## config.mk

```make
export PLATFORM = sky130hd
export DESIGN_NAME = uart_rx_unit_flat
export DESIGN_NICKNAME = d
export VERILOG_FILES = /design/src/rtl/uart_pkg.sv /design/src/rtl/uart_rx_unit_if.sv /design/src/rtl/uart_baud_tick.sv /design/src/rtl/uart_rx_unit.sv /design/src/flat_wrapper.sv
export SDC_FILE = /design/constraint.sdc
export NUM_CORES = 1
export LEC_CHECK = 0
export CORE_MARGIN = 3
export CORE_UTILIZATION = 51
export CTS_CLUSTER_SIZE = 30
export DETAILED_ROUTE_END_ITERATION = 7
export GPL_ROUTABILITY_DRIVEN = 0
export PLACE_DENSITY_LB_ADDON = 0.25
export SYNTH_ARGS = -nofsm -noshare
export SYNTH_HDL_FRONTEND = slang
export SYNTH_SLANG_ARGS = --single-unit
```

## constraint.sdc

```tcl
create_clock -name sys_clk -period 2.2 [get_ports sys_clk]
set_clock_uncertainty 0.1 [all_clocks]
set_input_delay 0.44 -clock sys_clk [delete_from_list [all_inputs] [get_ports sys_clk]]
set_output_delay 0.44 -clock sys_clk [all_outputs]
set_load 0.02 [all_outputs]
```

## src/rtl/uart_pkg.sv

```systemverilog
// Shared UART definitions: receiver state encoding, oversample default and
// divider / counter-width helpers used by uart_rx_unit and uart_baud_tick.
package uart_pkg;

  typedef enum logic [2:0] {
    IDLE,
    START,
    DATA,
    PARITY,
    STOP,
    WAIT_IDLE
  } uart_state_e;

  localparam int OVERSAMPLE_DEF = 16;

  // Rounded clocks per oversample tick.
  function automatic int calc_div(input int clk_freq, input int baud, input int oversample);
    return (clk_freq + baud * oversample / 2) / (baud * oversample);
  endfunction

  // Bits needed for a counter spanning 0..n-1.
  function automatic int cnt_width(input int n);
    return (n <= 2) ? 1 : $clog2(n);
  endfunction

endpackage

```

## src/rtl/uart_rx_unit_if.sv

```systemverilog
// CPU-bus side of the UART receiver (byte, status and acknowledge).
// Defining UART_RX_PARITY_EN adds parity_odd and rx_parity_err.
interface uart_rx_unit_if;
  logic [7:0] rx_data;
  logic       rx_valid;
  logic       rx_ack;
  logic       rx_overrun;
  logic       rx_frame_err;
  logic       rx_busy;
`ifdef UART_RX_PARITY_EN
  logic       parity_odd;
  logic       rx_parity_err;

  modport slave  (output rx_data, rx_valid, rx_overrun, rx_frame_err, rx_busy, rx_parity_err,
                  input  rx_ack, parity_odd);
  modport master (input  rx_data, rx_valid, rx_overrun, rx_frame_err, rx_busy, rx_parity_err,
                  output rx_ack, parity_odd);
`else
  modport slave  (output rx_data, rx_valid, rx_overrun, rx_frame_err, rx_busy,
                  input  rx_ack);
  modport master (input  rx_data, rx_valid, rx_overrun, rx_frame_err, rx_busy,
                  output rx_ack);
`endif
endinterface

```

## src/rtl/uart_baud_tick.sv

```systemverilog
// Oversample tick divider: one-cycle tick every DIV clocks, with a synchronous
// restart that re-phases the count (shared with the transmitter).
module uart_baud_tick
  import uart_pkg::*;
#(
  parameter int DIV = 651
) (
  input  logic sys_clk,
  input  logic reset,
  input  logic restart,
  output logic tick
);

  localparam int CNT_W = cnt_width(DIV);
  localparam logic [CNT_W-1:0] CNT_MAX = CNT_W'(DIV - 1);

  logic [CNT_W-1:0] cnt_q, cnt_d;

  always_comb begin
    tick  = 1'b0;
    cnt_d = cnt_q + CNT_W'(1);
    if (restart) begin
      cnt_d = '0;
    end else if (cnt_q == CNT_MAX) begin
      cnt_d = '0;
      tick  = 1'b1;
    end
  end

  always_ff @(posedge sys_clk or posedge reset) begin
    if (reset) cnt_q <= '0;
    else       cnt_q <= cnt_d;
  end

endmodule

```

## src/rtl/uart_rx_unit.sv

```systemverilog
// 16x-oversampled 8N1 UART receiver holding one byte plus sticky status until acked.
// Build option UART_RX_PARITY_EN inserts a parity bit between data and stop.
module uart_rx_unit
  import uart_pkg::*;
#(
  parameter int CLK_FREQ   = 100000000,
  parameter int BAUD       = 9600,
  parameter int OVERSAMPLE = OVERSAMPLE_DEF
) (
  input  logic           sys_clk,
  input  logic           reset,
  input  logic           UART_RX,
  uart_rx_unit_if.slave  bus
);

  localparam int DIV   = calc_div(CLK_FREQ, BAUD, OVERSAMPLE);
  localparam int SUB_W = cnt_width(OVERSAMPLE);
  localparam logic [SUB_W-1:0] SUB_MAX = SUB_W'(OVERSAMPLE - 1);
  localparam logic [SUB_W-1:0] SUB_MID = SUB_W'(OVERSAMPLE / 2 - 1);

  uart_state_e      state_q, state_d;
  logic             sync1_q, sync1_d, sync2_q, sync2_d, rx_prev_q, rx_prev_d;
  logic [SUB_W-1:0] sub_q, sub_d;
  logic [2:0]       bit_idx_q, bit_idx_d;
  logic [7:0]       shift_q, shift_d, data_q, data_d;
  logic             valid_q, valid_d, overrun_q, overrun_d, frame_err_q, frame_err_d;
`ifdef UART_RX_PARITY_EN
  logic             parity_err_q, parity_err_d;
`endif
  logic             rx_s, fall, restart, tick, mid;

  assign rx_s    = sync2_q;
  assign fall    = rx_prev_q & ~rx_s;
  assign restart = (state_q == IDLE) && fall;
  assign mid     = tick && (sub_q == SUB_MID);

  uart_baud_tick #(.DIV(DIV)) u_tick (
    .sys_clk (sys_clk),
    .reset   (reset),
    .restart (restart),
    .tick    (tick)
  );

  always_comb begin
    sync1_d     = UART_RX;
    sync2_d     = sync1_q;
    rx_prev_d   = sync2_q;
    state_d     = state_q;
    sub_d       = sub_q;
    bit_idx_d   = bit_idx_q;
    shift_d     = shift_q;
    data_d      = data_q;
    valid_d     = valid_q;
    overrun_d   = overrun_q;
    frame_err_d = frame_err_q;
`ifdef UART_RX_PARITY_EN
    parity_err_d = parity_err_q;
`endif
    if (tick) sub_d = (sub_q == SUB_MAX) ? '0 : sub_q + SUB_W'(1);
    if (bus.rx_ack) begin
      valid_d     = 1'b0;
      overrun_d   = 1'b0;
      frame_err_d = 1'b0;
`ifdef UART_RX_PARITY_EN
      parity_err_d = 1'b0;
`endif
    end
    unique case (state_q)
      IDLE: begin
        sub_d     = '0;
        bit_idx_d = '0;
        if (fall) state_d = START;
      end
      START: if (mid) state_d = rx_s ? IDLE : DATA;
      DATA: if (mid) begin
        shift_d   = {rx_s, shift_q[7:1]};
        bit_idx_d = bit_idx_q + 3'd1;
`ifdef UART_RX_PARITY_EN
        if (bit_idx_q == 3'd7) state_d = PARITY;
`else
        if (bit_idx_q == 3'd7) state_d = STOP;
`endif
      end
`ifdef UART_RX_PARITY_EN
      PARITY: if (mid) begin
        if (rx_s != ((^shift_q) ^ bus.parity_odd)) parity_err_d = 1'b1;
        state_d = STOP;
      end
`endif
      STOP: if (mid) begin
        if (rx_s) begin
          // An ack landing on the commit cycle frees the holding register.
          if (!valid_q || bus.rx_ack) begin
            data_d  = shift_q;
            valid_d = 1'b1;
          end else begin
            overrun_d = 1'b1;
          end
          state_d = IDLE;
        end else begin
          frame_err_d = 1'b1;
          state_d     = WAIT_IDLE;
        end
      end
      WAIT_IDLE: if (rx_s) state_d = IDLE;
      default:   state_d = IDLE;
    endcase
  end

  always_ff @(posedge sys_clk or posedge reset) begin
    if (reset) begin
      state_q     <= IDLE;
      sync1_q     <= 1'b1;
      sync2_q     <= 1'b1;
      rx_prev_q   <= 1'b1;
      sub_q       <= '0;
      bit_idx_q   <= '0;
      shift_q     <= '0;
      data_q      <= '0;
      valid_q     <= 1'b0;
      overrun_q   <= 1'b0;
      frame_err_q <= 1'b0;
`ifdef UART_RX_PARITY_EN
      parity_err_q <= 1'b0;
`endif
    end else begin
      state_q     <= state_d;
      sync1_q     <= sync1_d;
      sync2_q     <= sync2_d;
      rx_prev_q   <= rx_prev_d;
      sub_q       <= sub_d;
      bit_idx_q   <= bit_idx_d;
      shift_q     <= shift_d;
      data_q      <= data_d;
      valid_q     <= valid_d;
      overrun_q   <= overrun_d;
      frame_err_q <= frame_err_d;
`ifdef UART_RX_PARITY_EN
      parity_err_q <= parity_err_d;
`endif
    end
  end

  assign bus.rx_data      = data_q;
  assign bus.rx_valid     = valid_q;
  assign bus.rx_overrun   = overrun_q;
  assign bus.rx_frame_err = frame_err_q;
  assign bus.rx_busy      = (state_q != IDLE);
`ifdef UART_RX_PARITY_EN
  assign bus.rx_parity_err = parity_err_q;
`endif

endmodule

```

## src/flat_wrapper.sv

```systemverilog
// flat-port wrapper written by rule: the top's interface ports become plain ports
module uart_rx_unit_flat import uart_pkg::*;
#(
  parameter int CLK_FREQ   = 100000000,
  parameter int BAUD       = 9600,
  parameter int OVERSAMPLE = OVERSAMPLE_DEF
)
  (sys_clk, reset, UART_RX, bus_rx_data, bus_rx_valid, bus_rx_overrun, bus_rx_frame_err, bus_rx_busy, bus_rx_ack);
  uart_rx_unit_if bus_i ();
  input  logic sys_clk;
  input  logic reset;
  input  logic UART_RX;
  output wire logic [$bits(bus_i.rx_data)-1:0] bus_rx_data;
  output wire logic [$bits(bus_i.rx_valid)-1:0] bus_rx_valid;
  output wire logic [$bits(bus_i.rx_overrun)-1:0] bus_rx_overrun;
  output wire logic [$bits(bus_i.rx_frame_err)-1:0] bus_rx_frame_err;
  output wire logic [$bits(bus_i.rx_busy)-1:0] bus_rx_busy;
  input wire logic [$bits(bus_i.rx_ack)-1:0] bus_rx_ack;
  assign bus_rx_data = bus_i.rx_data;
  assign bus_rx_valid = bus_i.rx_valid;
  assign bus_rx_overrun = bus_i.rx_overrun;
  assign bus_rx_frame_err = bus_i.rx_frame_err;
  assign bus_rx_busy = bus_i.rx_busy;
  assign bus_i.rx_ack = bus_rx_ack;
  uart_rx_unit #(.CLK_FREQ(CLK_FREQ), .BAUD(BAUD), .OVERSAMPLE(OVERSAMPLE)) u_core (.sys_clk(sys_clk), .reset(reset), .UART_RX(UART_RX), .bus(bus_i));
endmodule
```

== Yosys cells after proc, flatten, opt, wreduce, memory -nomap -nowiden ==
Cells that the tools add are included.
Word-level totals
  bits in registers: 42
  input bits: 4
  output and inout port bits: 12
  logic and storage cells: 75
Operators by class
  add/sub/neg operators: 3
  equality and inequality tests: 14
  multiplexer cells: 32
  bitwise operators: 2
  reductions and logical operators: 12
Operators with widths (number)
  3-bit 2-to-1 mux: 8
  10-bit 2-to-1 mux: 2
  1-bit 2-to-1 mux: 16
  3-bit one-hot mux with 5 select lines: 1
  4-bit 2-to-1 mux: 3
  2-bit by 1-bit != test with 1-bit output, second input constant: 6
  10-bit by 1-bit adder with 10-bit output, second input constant: 1
  10-bit equality test, second input constant: 1
  3-bit equality test, second input constant: 3
  3-bit one-hot mux with 2 select lines: 1
  6-bit AND reduction: 1
  4-bit by 1-bit adder with 4-bit output, second input constant: 1
  4-bit by 3-bit equality test with 1-bit output, second input constant: 1
  4-bit equality test, second input constant: 1
  2-bit AND reduction: 2
  4-bit AND reduction: 1
  2-bit nonzero test: 2
  3-bit by 1-bit adder with 3-bit output, second input constant: 1
  3-bit by 1-bit equality test with 1-bit output, second input constant: 1
  3-bit by 2-bit equality test with 1-bit output, second input constant: 1
  3-bit logical NOT: 1
  3-bit nonzero test: 1
  1-bit logical AND: 2
  2-bit 2-to-1 mux: 1
  4 further kinds: 4

== Logic depth before layout (Yosys ltp) ==
  depth in word-level cells: 7
  mapped depth: 8
  mapped depth without buffers: 6

== Cells and area by module ==
A second synthesis with hierarchy kept.
Unflattened totals
  cells, all modules: 160
  area total of the unflattened synthesis: 1930.6 sq um
By module, submodules not included
  uart_rx_unit: times used 1, cells an instance 108, area each 1417.6 sq um, sequential area each 804.5 sq um
  uart_baud_tick: times used 1, cells an instance 52, area each 513.0 sq um, sequential area each 250.2 sq um

== Worst setup path before layout ==
OpenSTA, ideal clock, no wires.
  kind: reg-to-reg
  start point: reg u_core.u_tick.cnt_q[4]
  end point: reg u_core.data_q[0], in the netlist u_core.bus.rx_data[0]
  library setup time: 127 ps
  arrival time: 1767 ps
  data required time: 1973 ps
  slack: 205 ps
  cell stages (with the launch flop): 7
  buffers on the path: 2
  period minus slack after synthesis: 1995 ps
  cell sequence: dfrtp_1 > nor4b_4 > and4_1 > buf_4 > and3_1 > buf_4 > mux2_1
On the way
  word-level cells in the longest chain between the ends: 5
Ends and longest elaborated chain
  start: declaration: line uart_baud_tick.sv:17  | logic [CNT_W-1:0] cnt_q, cnt_d;
  start signal: assignment: line uart_baud_tick.sv:32  | else cnt_q <= cnt_d;
  10-bit equality test: line uart_baud_tick.sv:24  | end else if (cnt_q == CNT_MAX) begin
  1-bit 2-to-1 mux: line uart_baud_tick.sv:24
  1-bit 2-to-1 mux: line uart_baud_tick.sv:22  | if (restart) begin
  1-bit logical AND: line uart_rx_unit.sv:35  | assign mid = tick && (sub_q == SUB_MID);
  4-bit AND reduction (no source line)
  end signal: assignment: line uart_rx_unit.sv:134  | data_q <= data_d;
  end: declaration: line uart_rx_unit.sv:25  | logic [7:0] shift_q, shift_d, data_q, data_d;
Every way passes these cells.
A chain may end at the register's enable or synchronous reset.

== Worst setup path in the final report ==
  start point: reg u_core.sub_q[0]
  end point: reg u_core.shift_q[7]
On the way
  word-level cells in the longest chain between the ends: 3
Ends and longest elaborated chain
  start: declaration: line uart_rx_unit.sv:23  | logic [SUB_W-1:0] sub_q, sub_d;
  start signal: assignment: line uart_rx_unit.sv:131  | sub_q <= sub_d;
  4-bit by 3-bit equality test with 1-bit output: line uart_rx_unit.sv:35
  1-bit logical AND: line uart_rx_unit.sv:35
  2-bit AND reduction (no source line)
  end signal: assignment: line uart_rx_unit.sv:133  | shift_q <= shift_d;
  end: declaration: line uart_rx_unit.sv:25
Every way passes these cells.

==> out/metrics.cfg <==
[logic_synthesis]
synthMuxAreaShare_pct=11.9
synth-compound-area-share_pct=7.17
synth-adder-area-share_pct=3.14
yosys_warnings=0
ys_seq_elements=42
ys_seq_area_share_pct=53.0
syn-instance-count=177
yosys.area_share.simple_pct=17.2
synthesis.area_um2=1990
synth_xor_area_share_pct=3.96
synth_nets=186
syn_area_per_cell_um2=11.2
synth_top_family_by_area=simple AND/OR/NAND/NOR gates
ys_types=44

[sta]
fmax_mhz=474
tightest_slew_ns=0.520
finalSetupViolations=0
rsz0062_at_grt=false
relSlewSlack_pct=65.3
timing_max_transition_violations_final=0
fin_crit_sh_pct=95.8
finalHoldViolCount=0
min_period_ns=2.11
fin_setup_tns_ns=0

[route]
drt-total-wl_mm=3.54
final_antenna_net_count=0
drc_errors=0
via_per_inst=5.42
first_iter_violations=79
wire_per_inst_um=14.2
first_pass_iters=4
vias=1354

[placement]
dp_hpwl_mm=2.56
io_buffer_count=15
numPlacedInstances=242

[cts]
cts_sinks=42
cts_tree=built
clk-insertion-delay-late_ns=0.29
cts_setup_buffers=0
clk_pin_slew_ns=0.08
clk_path_buf_depth=2
clockRootBuffer=clkbuf_8
htree_levels=2
numCtsBuffers=5

[cells_and_area]
fill_cells=290
post-route-util_pct=62.5
drive_above_1_share_pct=15.8
nNetsFinal=210
fin_cells=250
area_growth_pct=16.8
diodes=0

[power_and_ir_drop]
p_total_mw=1.82
ir_drop_uv=659
p_per_area_nw_per_um2=782
power.leakage_nw=1.11
power_frac_seq_pct=52.1
switchingPower_mw=0.576
switching_share_pct=31.7
clock_power_share_pct=27.8
power.share.combinational_pct=20.1
internal_power_mw=1.24

[run]
maxCapViolations=0

[floorplan]
chipHeight_um=68.5
die_x_um=68.5
ios=16
initial_utilization_pct=53.5
dieArea_um2=4690
rows=22
core_um2=3720

[worst_setup_path]
cp_max_fo=9
start_kind=register
critical_path.endpoint_type=register
r2r_end=u_core.shift_q[7]$_DFFE_PP0P_
crit_required_ns=2.28
regToRegStartpoint=u_core.sub_q[0]$_DFFE_PP0P_
arrival_ns=2.19
criticalPathCategory=register to register
rrSetupSlack_ns=0.09
r2r_cells=5

[status]
status=complete, no violations

[global_route]
overflow=0
grt_use_total_pct=17.2
grt_pass1_wl_mm=5.89
antenna_found_initial=0
grt_pass1_vias=1302
grt_max_degree=43

[worst_hold_path]
hp-start=u_core.sync1_q$_DFF_PP1_
hp-class=register to register
whs_endpoint=u_core.rx_prev_d$_DFF_PP1_
whs_path_depth=0

==> what timing repair did <==
action | 4_1_cts | 5_1_grt
cloned | 0 | 0
pin swaps | 0 | 0
setup endpoints to repair | 1 | 9
resized for setup | 1 | 2
hold buffers | 0 | 0
==> cell usage after synthesis, drive strengths merged <==
cell | number | share of area, %
a21o | 1 | 0.38
a21oi | 5 | 1.3
a22oi | 1 | 0.38
a2bb2oi | 1 | 0.44
a311o | 1 | 0.50
a31oi | 2 | 0.63
and2 | 2 | 0.63
and3 | 2 | 0.63
and4 | 1 | 0.44
and4b | 1 | 0.50
buf | 4 | 1.5
clkbuf | 3 | 0.57
dfrtp | 39 | 49
dfstp | 3 | 4.0
ha | 5 | 3.1
inv | 8 | 1.5
mux2 | 16 | 10
mux2i | 3 | 1.5
nand2 | 17 | 3.2
nand2b | 2 | 0.63
nand3 | 8 | 2.3
nand4 | 2 | 0.94
nor2 | 19 | 3.6
nor2b | 1 | 0.31
nor3 | 5 | 1.3
nor4 | 1 | 0.31
nor4b | 1 | 1.2
nor4bb | 1 | 0.50
o211ai | 1 | 0.38
o21a | 2 | 0.75
o21ai | 5 | 1.3
o22ai | 1 | 0.31
o31ai | 1 | 0.38
o32a | 1 | 0.50
or3b | 1 | 0.44
or4 | 1 | 0.38
xnor2 | 7 | 3.1
xor2 | 2 | 0.88
==> registers in the layout, indices dropped and copies added, names as in the netlist <==
register / cells
u_core.sync1_q: 1
u_core.shift_q: 8
u_core.u_tick.cnt_q: 10
u_core.bus.rx_frame_err: 1
u_core.rx_prev_q: 1
u_core.state_q: 3
u_core.bit_idx_q: 3
u_core.rx_prev_d: 1
u_core.bus.rx_valid: 1
u_core.sub_q: 4
u_core.bus.rx_overrun: 1
u_core.bus.rx_data: 8
==> worst max path at each step <==
stage | slack, ns | to | cells past startpoint | startpoint
finish | 0.09 | u_core.shift_q[7]$_DFFE_PP0P_ | 5 | u_core.sub_q[0]$_DFFE_PP0P_
global route | 0.00002 | bus_rx_busy | 3 | u_core.state_q[2]$_DFFE_PP0P_
CTS | 0.07 | u_core.bus.rx_data[2]$_DFFE_PP0P_ | 5 | u_core.sub_q[0]$_DFFE_PP0P_
detailed placement | 0.07 | u_core.bus.rx_data[2]$_DFFE_PP0P_ | 5 | u_core.sub_q[0]$_DFFE_PP0P_
global placement | 0.15 | u_core.bus.rx_data[4]$_DFFE_PP0P_ | 5 | u_core.sub_q[0]$_DFFE_PP0P_
floorplan | 0.21 | u_core.bus.rx_data[0]$_DFFE_PP0P_ | 6 | u_core.u_tick.cnt_q[4]$_DFF_PP0_
==> layer usage <==
metal / track usage (%) / wire, µm
met1: 22.0 / 1610
met2: 26.9 / 1710
met3: 4.93 / 160
met4: 7.94 / 62
met5: 0 / 0
==> through the flow <==
step	area (µm²)	setup WS (ns)	hold WS, ns
finish	2320	0.0918	0.250
global route	2320	0.0000175	0.255
CTS	2320	0.0668	0.250
detailed placement	2230	0.0661	0.248
global placement	2230	0.146	0.246
floorplan	1990	0.205	0.245
==> kinds of logic (layout without fill, tap and decap cells) <==
group | Yosys count | count (layout)
simple gates | 65 | 65
flops | 42 | 42
xor+xnor | 9 | 9
mux | 19 | 19
buf+inv | 15 | 40
compound gates | 22 | 22
fa+ha+maj | 5 | 5
==> power groups by stage <==
stage,Clock (mW),Sequential [mW],Combinational [mW]
2_1_floorplan,0,0.933,0.268
3_3_place_gp,0,0.950,0.355
3_5_place_dp,0,0.956,0.367
4_1_cts,0.518,0.942,0.365
5_1_grt,0.541,0.959,0.420
6_report,0.504,0.947,0.365
==> critical path: stages, from the launching register on <==
cell and delay, ns:
dfrtp_1 0.42, ha_1 0.23, and4b_1 0.27, and4_1 0.26, nand3_2 0.29, mux2_1 0.42
==> cell type report <==
cell class              count  area, µm²  area share [%]
flip-flops and latches     42       1050            45.4
multi-input cells         120        870            37.4
repair buffers             24        216            9.32
clock buffers               5       68.8            2.96
well taps                  48       60.1            2.58
inverters                   8       30.0            1.29
clock inverters             3       23.8            1.02
==> cell usage in the layout, fill, tap and decap left out, drive strengths merged, types with 2 or more instances in the layout <==
cell	synthesis	final
buf	4	9
a31oi	2	2
and3	2	2
clkdlybuf4s50	0	14
clkbuf	3	5
nand2b	2	2
and2	2	2
ha	5	5
mux2	16	16
xnor2	7	7
dfrtp	39	39
nand3	8	8
inv	8	9
nand2	17	17
mux2i	3	3
xor2	2	2
clkinvlp	0	2
nor2	19	19
a21oi	5	5
nor3	5	5
o21a	2	2
o21ai	5	5
dfstp	3	3
nand4	2	2
(Power assumes the default switching activity.)
